<file path="src/rtl/mem_access_pkg.sv">
// Shared definitions for the byte-serial memory access unit: FSM state
// encodings, access-size encodings and the size-to-last-byte helper.
package mem_access_pkg;

    // FSM state encodings
    localparam logic [1:0] ST_IDLE = 2'd0;
    localparam logic [1:0] ST_XFER = 2'd1;
    localparam logic [1:0] ST_RESP = 2'd2;

    // req_size encodings
    localparam logic [1:0] SZ_BYTE = 2'b00;
    localparam logic [1:0] SZ_HALF = 2'b01;
    localparam logic [1:0] SZ_WORD = 2'b10;
    localparam logic [1:0] SZ_RSVD = 2'b11;

    // Index of the final byte lane for a legal access size.
    function automatic logic [1:0] last_index(input logic [1:0] size);
        case (size)
            SZ_BYTE: last_index = 2'd0;
            SZ_HALF: last_index = 2'd1;
            default: last_index = 2'd3;
        endcase
    endfunction

endpackage

</file>
<file path="src/rtl/mau_lane_seq.sv">
// Byte-lane sequencer: holds the base address of the current access, walks
// a byte index from 0 upward, and produces base+index wrapped to ADDR_W bits
// together with a flag marking the final byte of the access.
module mau_lane_seq #(
    parameter int ADDR_W = 16
) (
    input  logic              clk,
    input  logic              rst_n,
    input  logic              start_i,
    input  logic              advance_i,
    input  logic [ADDR_W-1:0] base_i,
    input  logic [1:0]        last_idx_i,
    output logic [1:0]        idx_o,
    output logic [ADDR_W-1:0] addr_o,
    output logic              last_o
);

    logic [ADDR_W-1:0] base_q;
    logic [1:0]        idx_q;
    logic [1:0]        last_idx_q;

    // Load base/length on start, step the byte index on advance.
    always_ff @(posedge clk) begin
        if (!rst_n) begin
            base_q     <= '0;
            idx_q      <= 2'd0;
            last_idx_q <= 2'd0;
        end else if (start_i) begin
            base_q     <= base_i;
            idx_q      <= 2'd0;
            last_idx_q <= last_idx_i;
        end else if (advance_i) begin
            idx_q <= idx_q + 2'd1;
        end
    end

    // Addition truncates to ADDR_W bits, which gives the all-ones -> 0 wrap.
    assign addr_o = base_q + ADDR_W'(idx_q);
    assign idx_o  = idx_q;
    assign last_o = (idx_q == last_idx_q);

endmodule

</file>
<file path="src/rtl/mem_access_unit.sv">
// Load/store unit that serialises byte, halfword and word accesses onto an
// 8-bit memory port, little-endian, one byte per cycle.
// Optional build macro: MEM_ACCESS_ALIGN_CHECK_EN rejects misaligned
// halfword/word requests instead of performing them byte-wise.
//
// Handshake: a request is taken on a rising edge where req_valid and
// req_ready are both high; req_ready is high only in IDLE, so req_valid is
// ignored while an access is in flight. rsp_valid is a one-cycle pulse and
// rsp_err / rsp_rdata are meaningful only while it is high (rsp_rdata
// additionally holds its value until the next load completes).
module mem_access_unit
    import mem_access_pkg::*;
#(
    parameter int ADDR_W = 16
) (
    input  logic              clk,
    input  logic              rst_n,
    input  logic              req_valid,
    output logic              req_ready,
    input  logic              req_we,
    input  logic [1:0]        req_size,
    input  logic [31:0]       req_addr,
    input  logic [31:0]       req_wdata,
    output logic              rsp_valid,
    output logic [31:0]       rsp_rdata,
    output logic              rsp_err,
    output logic [ADDR_W-1:0] mem_address,
    output logic [7:0]        mem_write_data,
    output logic              mem_write_enable,
    input  logic [7:0]        mem_read_data,
    output logic [1:0]        dbg_state
);

    logic [1:0]  state_q, state_d;
    logic        we_q;
    logic [31:0] wdata_q;
    logic        err_q;
    logic [31:0] ld_buf_q;
    logic [31:0] rdata_q;

    logic        accept;
    logic        misaligned;
    logic        reject;
    logic        in_xfer;
    logic [1:0]  idx;
    logic        last;
    logic [31:0] ld_next;
    logic [7:0]  wr_byte;

`ifdef MEM_ACCESS_ALIGN_CHECK_EN
    assign misaligned = ((req_size == SZ_HALF) && req_addr[0]) ||
                        ((req_size == SZ_WORD) && (req_addr[1:0] != 2'b00));
`else
    assign misaligned = 1'b0;
`endif

    assign accept  = req_valid && (state_q == ST_IDLE);
    assign reject  = (req_size == SZ_RSVD) || misaligned;
    assign in_xfer = (state_q == ST_XFER);

    generate
        if (ADDR_W < 32) begin : g_addr_hi
            // Address bits above ADDR_W are deliberately discarded.
            logic unused_addr_hi;
            assign unused_addr_hi = ^req_addr[31:ADDR_W];
        end
    endgenerate

    mau_lane_seq #(.ADDR_W(ADDR_W)) u_lane_seq (
        .clk        (clk),
        .rst_n      (rst_n),
        .start_i    (accept && !reject),
        .advance_i  (in_xfer && !last),
        .base_i     (req_addr[ADDR_W-1:0]),
        .last_idx_i (last_index(req_size)),
        .idx_o      (idx),
        .addr_o     (mem_address),
        .last_o     (last)
    );

    // Next-state logic: IDLE -> XFER/RESP, XFER -> RESP on last byte, RESP -> IDLE.
    always_comb begin
        state_d = state_q;
        case (state_q)
            ST_IDLE: if (req_valid) state_d = reject ? ST_RESP : ST_XFER;
            ST_XFER: if (last)      state_d = ST_RESP;
            ST_RESP: state_d = ST_IDLE;
            default: state_d = ST_IDLE;
        endcase
    end

    // Merge the byte being read this cycle into the load buffer and pick the store byte.
    always_comb begin
        ld_next = ld_buf_q;
        wr_byte = wdata_q[7:0];
        case (idx)
            2'd0: begin ld_next[7:0]   = mem_read_data; wr_byte = wdata_q[7:0];   end
            2'd1: begin ld_next[15:8]  = mem_read_data; wr_byte = wdata_q[15:8];  end
            2'd2: begin ld_next[23:16] = mem_read_data; wr_byte = wdata_q[23:16]; end
            default: begin ld_next[31:24] = mem_read_data; wr_byte = wdata_q[31:24]; end
        endcase
    end

    // State, request capture, load assembly and response data registers.
    always_ff @(posedge clk) begin
        if (!rst_n) begin
            state_q  <= ST_IDLE;
            we_q     <= 1'b0;
            wdata_q  <= '0;
            err_q    <= 1'b0;
            ld_buf_q <= '0;
            rdata_q  <= '0;
        end else begin
            state_q <= state_d;
            if (accept) begin
                we_q     <= req_we;
                wdata_q  <= req_wdata;
                err_q    <= reject;
                ld_buf_q <= '0;
            end
            if (in_xfer && !we_q) begin
                ld_buf_q <= ld_next;
                if (last) rdata_q <= ld_next;
            end
        end
    end

    assign req_ready        = (state_q == ST_IDLE);
    assign rsp_valid        = (state_q == ST_RESP);
    assign rsp_err          = err_q;
    assign rsp_rdata        = rdata_q;
    assign mem_write_data   = wr_byte;
    assign mem_write_enable = in_xfer && we_q;
    assign dbg_state        = state_q;

endmodule
</file>
<file path="config.mk">
export PLATFORM = sky130hd
export DESIGN_NAME = mem_access_unit
export DESIGN_NICKNAME = d
export VERILOG_FILES = /design/src/rtl/mem_access_pkg.sv /design/src/rtl/mau_lane_seq.sv /design/src/rtl/mem_access_unit.sv
export SDC_FILE = /design/constraint.sdc
export NUM_CORES = 1
export LEC_CHECK = 0
export ABC_AREA = 0
export BUFFER_PORTS_ARGS = -buffer_cell sky130_fd_sc_hd__buf_2
export CAP_MARGIN = 10
export CORE_MARGIN = 2
export CORE_UTILIZATION = 53
export CTS_CLUSTER_SIZE = 40
export DETAILED_ROUTE_END_ITERATION = 10
export GPL_TIMING_DRIVEN = 0
export PLACE_DENSITY_LB_ADDON = 0.2
export SETUP_SLACK_MARGIN = 0.2
export SLEW_MARGIN = 20
export SYNTH_ARGS = -nofsm -noshare
export SYNTH_HDL_FRONTEND = slang
export SYNTH_SLANG_ARGS = --single-unit
export TNS_END_PERCENT = 5
</file>
<file path="constraint.sdc">
create_clock -name clk -period 2.1 [get_ports clk]
set_input_delay 0 -clock clk [delete_from_list [all_inputs] [get_ports clk]]
set_output_delay 0 -clock clk [all_outputs]
set_load 0.02 [all_outputs]
</file>
==> metrics.md <==
| Metric | Value |
|---|---|
| Ant diodes | 0 |
| Worst Skew | 0.00674 ns |
| Clk slew on worst S/H paths | about 0.060 ns |
| # placed instances | 849 |
| Final Hold Vio Count | 0 |
| Sequential-to-total area share from yosys stat | 0.445 |
| Vias in the first global route | 5,288 |
| Mux share of post-synthesis cell area | 0.107 |
| Fmax | approximately 440 MHz |
| Final WL | 16,500 µm |
| 1st-iter DRT viols | 294 |
| Worst R2R Setup Slack | 0.20 ns |
| Element type at the critical path start | register |
| RSZ-0062 raised after global routing | true |
| Min Tclk post-route | 2.28 ns |
| Synth Area in Adders | 0.0176 |
| Total track usage | 0.290 |
| Storage element area | 0.00242 mm² |
| Crit end category | output pin |
| Post-DP HPWL | approximately 10000 µm |
| Hold slack | roughly 0.23 ns |
| Insertion delay to the later sink of the worst-skew pair | 0.53 ns |
| First-pass GRT wire length | 25,300 µm |
| Final setup vio count | 12 |
| Slew Viols, Final | 0 |
| Compound-Gate Fraction of Synth Area | 0.163 |
| Critical Path Start | u_lane_seq.idx_o[0] |
| Library cells used by synthesis | 39 |
| Synth Warn # | 0 |
| Max_cap viols | 0 |
| Crit path to | mem_write_data[2] |
| Post-synthesis simple-gate area fraction | 0.193 |
| LEAKAGE | 3.35 nW |
| Flop and latch count out of synthesis | 120 |
| Synth Cell Area | ~0.0054 mm² |
| Mapped Cells | roughly 590 |
| Pwr Total | between 6 and 7 mW |
| Die W | 105 µm |
| Largest family of logic cells by synthesized area | simple AND/OR/NAND/NOR gates |
| CP Max Fanout | 7 |
| Die area | 0.0110 mm² |
| Synth Area per Inst | 9.10 µm² |
| CTS tree | built |
| Post-route setup slack | -0.180 ns |
| Hold Crit Class | primary input to register |
| Maximum vdd drop | ~0.57 mV |
| Reg2reg start | dbg_state[1] |
| Post-synth net total | 679 |
| Status | finished with violations |
| Worst r2r dst | u_lane_seq.base_q[14] |
| Clock tree root driver cell | clkbuf_8 |
| Clk buf depth | 2 |
| Failing checks | negative setup slack |
| Multi-input logic area | approximately 0.0029 mm² |
| Place WS | -0.208 ns |
| Worst r2r path cells | 7 |
| Final ANT Viol Nets | 0 |
| Worst Tran Pin Value | 0.596 ns |
| GP Congestion | 0.824 |
| Area leader, netlist | dfxtp_1 |
| TritonRoute pass-1 iters | 8 |
| Fillers | 627 |
| Top cell type's share of synthesized area | 0.445 |
| Num rows | 36 |
| Xor and xnor fraction of the mapped netlist area | 0.0276 |
| Cell Area, Placed | approximately 0.0062 mm² |
| CP Class | register to output pin |
| Core box area | about 0.0098 mm² |
| Final instance count without filler cells | 957 |
| Worst relative slew slack | 0.602 |
| Layout area overhead | 45.6% |
| Finished Cell Area | 0.00786 mm² |
| Chip Height | ~100 µm |
| Layout cell share with drive strength beyond 1 | 0.288 |
| Tcrit/Tclk final | 1.09 |
| Initial Utilization | 0.550 |
| Total grt overflow | 0 |
| # port buffers | 122 |
| Area contributors post-synth | dfxtp_1, nand2_1, mux2i_1, a21boi_0, nor2b_1 |
| Worst Path Arrival | 2.28 ns |
| Num CTS Buffers | 17 |
| Initial antenna violation count | 0 |
| Worst Path Required | 2.10 ns |
| Vias post-DR | 5,263 |
| # H-tree levels | 4 |
| IO Pins | 140 |
| Layout net count | 898 |
| WL/cell | 17.2 µm |
| Largest net degree at the start of global routing | 17 |
| Clock sink total | 120 |
| DRC Markers | 0 |
| Power per Cell Area | 808 mW/mm² |
| DR vias/cell | 5.50 |
[per-layer routing]
layer  GRT usage  wire [µm]  vias up
met2       0.535       8690      201
met4       0.114        359        0
met5           0          0        -
met1       0.319       6530     2556
met3      0.0680        917       39
li1            -          -     2467
[how the worst min path moves through the flow]
stage	start	cells after the start	slack, ns	end
detailed placement	req_wdata[30]	3	0.26	wdata_q[30]
global placement	req_addr[7]	3	0.24	u_lane_seq.base_q[7]
global route	rst_n	3	0.24	ld_buf_q[5]
floorplan	req_addr[7]	2	0.13	u_lane_seq.base_q[7]
CTS	rst_n	3	0.19	ld_buf_q[9]
finish	rst_n	3	0.23	ld_buf_q[5]
[cells in the final DEF, fill, tap and decap left out, types with 3 or more instances in the layout]
cell type / count
mux2_2: 15
nor3_1: 17
clkbuf_4: 3
a21oi_1: 18
clkbuf_2: 5
nor2b_1: 48
a222oi_1: 8
inv_1: 11
clkbuf_1: 20
nand4_1: 4
ha_4: 3
buf_2: 113
buf_4: 23
a21boi_0: 44
clkbuf_8: 7
xnor2_1: 12
mux2i_1: 39
dfxtp_4: 3
o211a_1: 17
clkinv_2: 3
dfxtp_1: 115
dlygate4sd3_1: 62
a21boi_1: 4
nand2_1: 124
buf_6: 9
bufinv_16: 3
nor2_1: 11
clkbuf_16: 18
a22oi_1: 15
[where the power goes]
group / internal [mW] / total (mW) / switching (mW)
Combinational: 0.428 / 0.961 / 0.533
Clock: 1.91 / 2.91 / 0.994
Sequential: 2.40 / 2.49 / 0.0886
Total: 4.74 / 6.35 / 1.62
[stage by stage]
step / util / setup TNS, ns
after detailed placement: 0.630 / -2.23
final: 0.801 / -1.22
after floorplan: - / 0
after global placement: 0.630 / -0.879
after global routing: 0.801 / -2.28
after CTS: 0.785 / -1.29
[Yosys cell counts]
library cell	number
a21boi_0	48
a21boi_1	1
a21o_1	1
a21oi_1	19
a21oi_4	1
a222oi_1	8
a22oi_1	15
a31oi_1	1
and3_1	4
and4bb_2	1
buf_1	1
buf_2	5
buf_4	4
buf_6	1
clkbuf_1	34
dfxtp_1	120
fa_1	1
ha_1	6
inv_1	14
mux2_2	15
mux2i_1	41
nand2_1	125
nand2b_1	1
nand3_1	1
nand3b_1	1
nand4_1	4
nor2_1	13
nor2b_1	48
nor3_1	18
nor3b_1	2
nor3b_2	1
nor3b_4	1
o211a_1	17
o21a_1	1
o221a_2	1
o31ai_1	1
or3b_1	1
xnor2_1	13
xor2_1	4
[sequential cells by signal, summed over array words and instances (netlist names)]
name                   cells
ld_buf_q                  32
rsp_rdata                 32
wdata_q                   32
u_lane_seq.base_q         16
dbg_state                  2
u_lane_seq.idx_o           2
u_lane_seq.last_idx_q      2
rsp_err                    1
we_q                       1
[repair_timing]
action                                  in CTS  in global routing
endpoints found under the hold margin       82                  0
pin swaps                                   15                 19
gates resized for setup                     57                 58
hold buffers                                64                  0
setup buffers                               13                  1
endpoints found under the setup margin      79                 83
gates cloned                                 0                  0
[area by class of cell]
class	count	area share
multi-input cells	415	0.366
clock buffers	22	0.0601
clock inverters	8	0.0153
repair buffers	200	0.179
inverters	14	0.00700
well taps	133	0.0212
plain buffers	45	0.0447
flip-flops and latches	120	0.307
[cell families (layout without fill, tap and decap cells)]
family / after synthesis / count (layout)
buffers and inverters: 59 / 289
multiplexers: 56 / 56
AO/OA/AOI/OAI: 114 / 114
AND/OR/NAND/NOR: 221 / 221
flip-flops: 120 / 120
XOR/XNOR: 17 / 17
adder cells (fa/ha/maj): 7 / 7
[critical path, cell delays in order (launching register included)]
cell and delay, ns:
dfxtp_4 0.36, buf_4 0.15, ha_4 0.15, clkbuf_8 0.13, clkbuf_16 0.15, a222oi_1 0.45
mux2i_1 0.16, buf_2 0.19
No activity file was read; power rests on OpenSTA's default activity.
